## src/rtl/llr_fetcher.sv

```systemverilog
// Walks LLR memory (count, then per-packet N/K header and LLR lines) and streams headers/lines to the SC core.
// Header 2 cycles after its address, first line 2 cycles after header accept; reads throttled so a 2-entry FIFO never overflows.
module llr_fetcher #(
  parameter int LLR_W         = 12,
  parameter int LLRS_PER_LINE = 16,
  parameter int PKT_STRIDE    = 33
) (
  input  logic                             clk,
  input  logic                             rst_n,
  input  logic                             start,
  output logic [10:0]                      raddr,
  input  logic [LLR_W*LLRS_PER_LINE-1:0]   rdata,
  output logic                             hdr_valid,
  input  logic                             hdr_ready,
  output logic [9:0]                       hdr_n,
  output logic [7:0]                       hdr_k,
  output logic [6:0]                       hdr_idx,
  output logic                             llr_valid,
  input  logic                             llr_ready,
  output logic [LLR_W*LLRS_PER_LINE-1:0]   llr_data,
  output logic [4:0]                       llr_line,
  output logic                             llr_last,
  output logic                             busy,
  output logic                             done,
  output logic                             err
);

  localparam int LINE_W = LLR_W * LLRS_PER_LINE;

  typedef enum logic [2:0] {IDLE, CNT_WAIT, CNT, HDR_WAIT, HDR, STREAM, FIN} state_t;

  typedef struct packed {
    logic [LINE_W-1:0] dat;
    logic [4:0]        line;
    logic              last;
  } beat_t;

  state_t      state;
  logic [6:0]  pkt_cnt;
  logic [10:0] base;
  logic [5:0]  iss_cnt;
  logic        pend;
  logic [4:0]  pend_line;
  logic        pend_last;
  beat_t       ent0, ent1;
  logic [1:0]  occ;

  logic [5:0]  nlines;
  logic        pop;
  logic [1:0]  in_use;
  logic        issue;
  logic        iss_last;
  logic        more_pkts;
  logic        n_ok;
  logic        last_pop;
  logic [10:0] next_base;
  beat_t       new_beat;

  assign nlines    = hdr_n[9:4];
  assign pop       = llr_valid && llr_ready;
  assign last_pop  = pop && ent0.last;
  // Slots committed after this cycle: FIFO entries left after the pop plus the read whose data lands now.
  assign in_use    = occ - {1'b0, pop} + {1'b0, pend};
  assign issue     = (state == STREAM) && (!hdr_valid || hdr_ready) &&
                     (iss_cnt < nlines) && (in_use < 2'd2);
  assign iss_last  = (iss_cnt == nlines - 6'd1);
  assign more_pkts = ({1'b0, hdr_idx} + 8'd1) < {1'b0, pkt_cnt};
  assign n_ok      = (rdata[9:0] == 10'd128) || (rdata[9:0] == 10'd256) || (rdata[9:0] == 10'd512);
  assign next_base = base + 11'(PKT_STRIDE);
  assign new_beat  = {rdata, pend_line, pend_last};

  assign busy      = (state != IDLE);
  assign llr_valid = (occ != 2'd0);
  assign llr_data  = ent0.dat;
  assign llr_line  = ent0.line;
  assign llr_last  = ent0.last;

  always_ff @(posedge clk) begin
    if (!rst_n) begin
      state     <= IDLE;
      raddr     <= '0;
      hdr_valid <= 1'b0;
      hdr_n     <= '0;
      hdr_k     <= '0;
      hdr_idx   <= '0;
      done      <= 1'b0;
      err       <= 1'b0;
      pkt_cnt   <= '0;
      base      <= '0;
      iss_cnt   <= '0;
      pend      <= 1'b0;
      pend_line <= '0;
      pend_last <= 1'b0;
    end else begin
      done <= 1'b0;
      pend <= issue;
      if (issue) begin
        pend_line <= iss_cnt[4:0];
        pend_last <= iss_last;
        iss_cnt   <= iss_cnt + 6'd1;
        // Hold the final line's address so raddr only ever shows addresses actually read.
        raddr     <= iss_last ? raddr : raddr + 11'd1;
      end
      case (state)
        IDLE: begin
          if (start) begin
            raddr   <= '0;
            err     <= 1'b0;
            hdr_idx <= '0;
            state   <= CNT_WAIT;
          end
        end
        CNT_WAIT: state <= CNT;
        CNT: begin
          pkt_cnt <= rdata[6:0];
          if (rdata[6:0] == 7'd0) begin
            done  <= 1'b1;
            state <= FIN;
          end else begin
            raddr <= 11'd1;
            base  <= 11'd1;
            state <= HDR_WAIT;
          end
        end
        HDR_WAIT: state <= HDR;
        HDR: begin
          hdr_n   <= rdata[9:0];
          hdr_k   <= rdata[17:10];
          iss_cnt <= '0;
          if (n_ok) begin
            hdr_valid <= 1'b1;
            raddr     <= base + 11'd1;
            state     <= STREAM;
          end else begin
            err <= 1'b1;
            if (more_pkts) begin
              base    <= next_base;
              raddr   <= next_base;
              hdr_idx <= hdr_idx + 7'd1;
              state   <= HDR_WAIT;
            end else begin
              done  <= 1'b1;
              state <= FIN;
            end
          end
        end
        STREAM: begin
          if (hdr_valid && hdr_ready) hdr_valid <= 1'b0;
          if (last_pop) begin
            if (more_pkts) begin
              base    <= next_base;
              raddr   <= next_base;
              hdr_idx <= hdr_idx + 7'd1;
              state   <= HDR_WAIT;
            end else begin
              done  <= 1'b1;
              state <= FIN;
            end
          end
        end
        FIN: state <= IDLE;
        default: state <= IDLE;
      endcase
    end
  end

  // Two-entry output FIFO; ent0 is always the head.
  always_ff @(posedge clk) begin
    if (!rst_n) begin
      occ  <= '0;
      ent0 <= '0;
      ent1 <= '0;
    end else begin
      case ({pend, pop})
        2'b10: begin
          if (occ == 2'd0) ent0 <= new_beat;
          else             ent1 <= new_beat;
          occ <= occ + 2'd1;
        end
        2'b01: begin
          ent0 <= ent1;
          occ  <= occ - 2'd1;
        end
        2'b11: begin
          if (occ == 2'd1) begin
            ent0 <= new_beat;
          end else begin
            ent0 <= ent1;
            ent1 <= new_beat;
          end
        end
        default: ;
      endcase
    end
  end

endmodule

```

## config.mk

```make
export PLATFORM = sky130hd
export DESIGN_NAME = llr_fetcher
export DESIGN_NICKNAME = d
export VERILOG_FILES = /design/src/rtl/llr_fetcher.sv
export SDC_FILE = /design/constraint.sdc
export NUM_CORES = 1
export LEC_CHECK = 0
export CAP_MARGIN = 0
export CORE_AREA = 2 2 207 209
export DETAILED_ROUTE_END_ITERATION = 6
export DIE_AREA = 0 0 209 211
export MAX_ROUTING_LAYER = met4
export PLACE_DENSITY = 0.76
export SYNTH_ARGS = -nofsm -noshare
export SYNTH_HDL_FRONTEND = slang
export SYNTH_SLANG_ARGS = --single-unit
```

## constraint.sdc

```tcl
create_clock -name clk -period 2.8 [get_ports clk]
set_clock_uncertainty 0.15 [all_clocks]
set_input_delay 0.7 -clock clk [delete_from_list [all_inputs] [get_ports clk]]
set_output_delay 0.7 -clock clk [all_outputs]
set_load 0.01 [all_outputs]
```

==> results.yml <==
global_routing:
  grtUsageMet3_pct: 5.47
  grt_pass1_vias: 18480
  antenna_found_initial: 0
  track_usage_pct: 27.8
  gr-total-overflow: 0
  grt_max_degree: 92
  busiest_layer: "met2"
  grt_use_met2_pct: 46.4
  grt_use_met1_pct: 33.1
  grt_pass1_wl_um: 97500
setup_path:
  worstPathRequired_ns: 3.17
  endpoint: "base[3]"
  r2r_setup_slack_ns: -0.1
  max_stage_delay_ns: 0.46
  startpoint: "hdr_idx[0]"
  worstPathCellList: "nand2_2 -> or3_4 -> nand2_2 -> ha_4 -> a21o_1 -> a21oi_2 -> o21ai_2 -> buf_4 -> o21ai_4 -> o2111ai_4 -> or4_4 -> a21oi_1"
  cp.arrival_ns: 3.26
  rr_worst_depth: 12
  r2r-end: "base[3]"
  cp-end-kind: "register"
  setup.worst_path.start_class: "register"
  cp_slowest_cell: "or4_4"
  r2r_start: "hdr_idx[0]"
  cp_max_fo: 5
  path_class: "register to register"
  cpMostUsedCell: "nand2_2"
cells_and_area:
  area.growth.synth_to_final_pct: 44.2
  drive_gt1_share_pct: 11.6
  layout.area.seq_mm2: 0.00944
  fin_util_pct: 64.6
  nFillCells: 3388
  multi_input_area_mm2: 0.00874
  final_common_cell: "nand2_1"
  finalInstanceArea_mm2: 0.0270
  num_antenna_cells: 0
  layout_common_cells: "nand2_1 (474), dfxtp_1 (463), clkdlybuf4s50_1 (432)"
  nets: 2977
  instances_no_fill: 3333
clock_network:
  cts_tree: "built"
  htreeDepth: 2
  clockBufferDepth: 3
  worstSkewPairLatency_ns: 0.58
  cts_sinks: 471
  numCtsBuffers: 48
  cts_hold_buf: 0
  clk_pin_slew_ns: 0.06
  cts_root_buf: "clkbuf_16"
detailed_routing:
  dr.pass1.iters: 6
  drt-vias-per-instance: 5.78
  drtIter0Drc: 1594
  drc: 0
  ant_nets: 0
  routedWlPerCell_um: 18.8
  routed_wl_um: 62700
  vias: 19257
placement:
  place_inst: 3223
  place_ws_ns: -0.752
  place_hpwl_um: 42700
  placement.io_buffers: 435
  place_area_mm2: 0.0249
  gp_congestion: 0.911
yosys:
  ys_warn_count: 0
  synth_cell_types: 48
  ys_top_cells_by_area: "dfxtp_1 (50%), nand2_1 (9.7%), a221oi_1 (9.3%), a21oi_1 (6.6%), nor3_1 (5.7%)"
  syn_nets: 2513
  ys_ff_latch: 471
  synth_top_area_share_pct: 50.4
  ys_seq_area_share_pct: 50.4
  synthCells: 2293
  synth_top_area_cell: "dfxtp_1"
  syn-cell-area_mm2: 0.0187
  synth_edf_count: 0
  avgSynthCellArea_um2: 8.16
  synthArstFlopShare_pct: 0
  synthFlopType: "dfxtp_1"
status:
  status: "complete, but fails checks"
  violations: "negative setup slack"
sta:
  tightest_slew_ns: 0.714
  final-hold-violation-count: 0
  relSlewSlack_pct: 52.2
  tns_ns: -0.613
  timing.hold.ws_ns: 0.303
  post-route-period-util_pct: 103
  fin_crit_ns: 2.90
  finalMaxSlewViolations: 0
  setup_ws_ns: -0.0960
  rsz0062_at_grt: "true"
  max_freq_mhz: 345
  setup_viol: 15
power:
  fin_total_pwr_mw: 17.0
  p_int_mw: 12.5
  p_comb_share_pct: 18.2
  power_density_mw_per_mm2: 629
  ir_worst_vdd_uv: 507
  clkPwrFrac_pct: 38.7
  switching_share_pct: 26.4
  power.switching_mw: 4.48
  p_leak_nw: 9.26
  p_seq_share_pct: 43.1
min_path:
  hold_path_class: "register to register"
floorplanning:
  fp.dieArea_mm2: 0.0441
  io_pins: 436
  die_y_um: 211
  core-area_mm2: 0.0418
  die_w_um: 209
  rows: 75
  initial_core_util_pct: 44.8
job:
  cap_violations: 0
power groups by stage:
stage | registers [mW] | logic [mW] | clock network, mW
after floorplan | 7.58 | 1.14 | 0
after global placement | 7.45 | 2.98 | 0
after detailed placement | 7.46 | 3.03 | 0
after CTS | 7.32 | 3.06 | 6.65
after global routing | 7.36 | 3.31 | 6.94
final | 7.32 | 3.09 | 6.56
layout make-up:
class / instances / share of cell area (%)
multi-input cells: 1597 / 32.4
inverters: 28 / 0.418
clock inverters: 17 / 0.728
repair buffers: 611 / 23.6
well taps: 539 / 2.50
flip-flops and latches: 471 / 35.0
clock buffers: 70 / 5.28
how the worst min path moves through the flow:
stage	start	to	slack (ns)	cells past startpoint
2_1_floorplan	ent1[0]	ent1[0]	0.29	2
3_3_place_gp	ent1[133]	ent1[133]	0.29	2
3_5_place_dp	ent1[180]	ent1[180]	0.30	2
4_1_cts	ent1[19]	ent1[19]	0.30	2
5_1_grt	ent1[56]	ent1[56]	0.32	2
6_report	ent1[159]	ent1[159]	0.30	2
routing by layer:
metal	up-vias	part of all wire, %
li1	8992	-
met1	9241	39
met2	849	49
met3	175	7.7
met4	0	4.0
met5	-	0
synthesized netlist by cell type, types with 3 or more instances:
| cell type | count |
|---|---|
| nand2b_1 | 5 |
| and2_1 | 4 |
| nor3_1 | 214 |
| inv_1 | 28 |
| or3_1 | 5 |
| nand4_1 | 12 |
| nand3_1 | 23 |
| ha_1 | 23 |
| mux2i_1 | 7 |
| a21oi_1 | 246 |
| xnor2_1 | 11 |
| a31oi_1 | 4 |
| xor2_1 | 22 |
| a21o_1 | 3 |
| o21ai_1 | 3 |
| a211oi_1 | 3 |
| o2bb2ai_1 | 3 |
| clkbuf_1 | 191 |
| o22ai_1 | 5 |
| o211ai_1 | 8 |
| dfxtp_1 | 471 |
| buf_1 | 4 |
| nor2_1 | 239 |
| and3_1 | 12 |
| o21a_1 | 4 |
| or4_1 | 3 |
| nand2_1 | 481 |
| nor2b_1 | 4 |
| a221oi_1 | 199 |
| o21ai_0 | 27 |
| a22oi_1 | 6 |
what timing repair did:
item / CTS / global route
endpoints found under the hold margin: 0 / 0
buffers inserted: 10 / 10
resized for setup: 40 / 43
gates cloned: 2 / 1
pin swaps: 14 / 24
endpoints found under the setup margin: 72 / 140
flip-flops by register name, summed over array words and instances, names as in the netlist, 3 cells and up:
name and flops:
hdr_idx 7, hdr_n 10, raddr 11, hdr_k 8, base 11, iss_cnt 6
state 3, ent1 198, llr_data 192, llr_line 5, pkt_cnt 7, pend_line 5
cell families after synthesis:
group	share of synthesized area, %
xor gates and xnor gates	1.55
DFF	50.4
and+or+nand+nor	22.6
adders and majority gates	1.65
muxes	0.495
buffers and inverters	4.59
AOI/OAI and AO/OA	18.7
critical path, delay by kind of cell, from the launching register on:
| family | cells | cell delay (ns) |
|---|---|---|
| buffers and inverters | 1 | 0.15 |
| AND/OR/NAND/NOR | 4 | 0.99 |
| AO/OA/AOI/OAI | 6 | 0.97 |
| adder cells (fa/ha/maj) | 1 | 0.20 |
| flip-flops | 1 | 0.38 |
Note: power is estimated with default switching activity, not from simulation.
==> edit (same settings) <==
The parameter `LLR_W` goes from 12 to 24.
--- a/src/rtl/llr_fetcher.sv
+++ b/src/rtl/llr_fetcher.sv
@@ -3,3 +3,3 @@
 module llr_fetcher #(
-  parameter int LLR_W         = 12,
+  parameter int LLR_W         = 24,
   parameter int LLRS_PER_LINE = 16,
Ports: changed (resized llr_data and rdata); port bits go from 436 to 820. No check against the original RTL was run, so the function may have changed too.
==> edit against the unedited design <==
  * The flow now stops in I/O pin placement (3_2_place_iop)
  * Synthesized cell count grew 74%
  * Synthesized area grew 76%
==> edit: results (changes against the unedited design) <==
set qor(status) {aborted with a tool error}
set qor(lastStage) {I/O pin placement (3_2_place_iop)}
set qor(first-error) {[ERROR PPL-0024] Number of IO pins (820) exceeds maximum number of available positions (752). Increase the die perimeter from 840.00um to 1115.20um.}
set qor(share_of_the_yosys_chip_area_belonging_to_registers) 0.521 ;# +0.0170
set qor(netlist_top_cells_area) {sky130_fd_sc_hd__dfxtp_1 52%, sky130_fd_sc_hd__a221oi_1 10%, sky130_fd_sc_hd__nand2_1 9.8%, sky130_fd_sc_hd__a21oi_1 6.8%, sky130_fd_sc_hd__nor3_1 6.1%}
set qor(synth.ff_latch_count) 855 ;# +82%
set qor(synth.yosys.warnings) 0 ;# unchanged
set qor(postSynth.asyncResetShare) 0 ;# unchanged
set qor(total_nets_after_synthesis) 4410 ;# +75%
set qor(netlist_top_cells_count) {861 x sky130_fd_sc_hd__nand2_1, 855 x sky130_fd_sc_hd__dfxtp_1, 443 x sky130_fd_sc_hd__a21oi_1}
set qor(synth_cell_type_count) 57 ;# +19%
set qor(syn-cell-area_mm2) 0.0328 ;# +76%
set qor(synth_top_flop_cell) {sky130_fd_sc_hd__dfxtp_1}
set qor(syn_inst) 3998 ;# +74%
[edit: kinds of logic after synthesis]
kind of cell,share of synthesized area
buf+inv,0.0465
compound gates,0.190
fa+ha+maj,0.00937
simple gates,0.222
mux,0.00251
flops,0.521
xor+xnor,0.00880
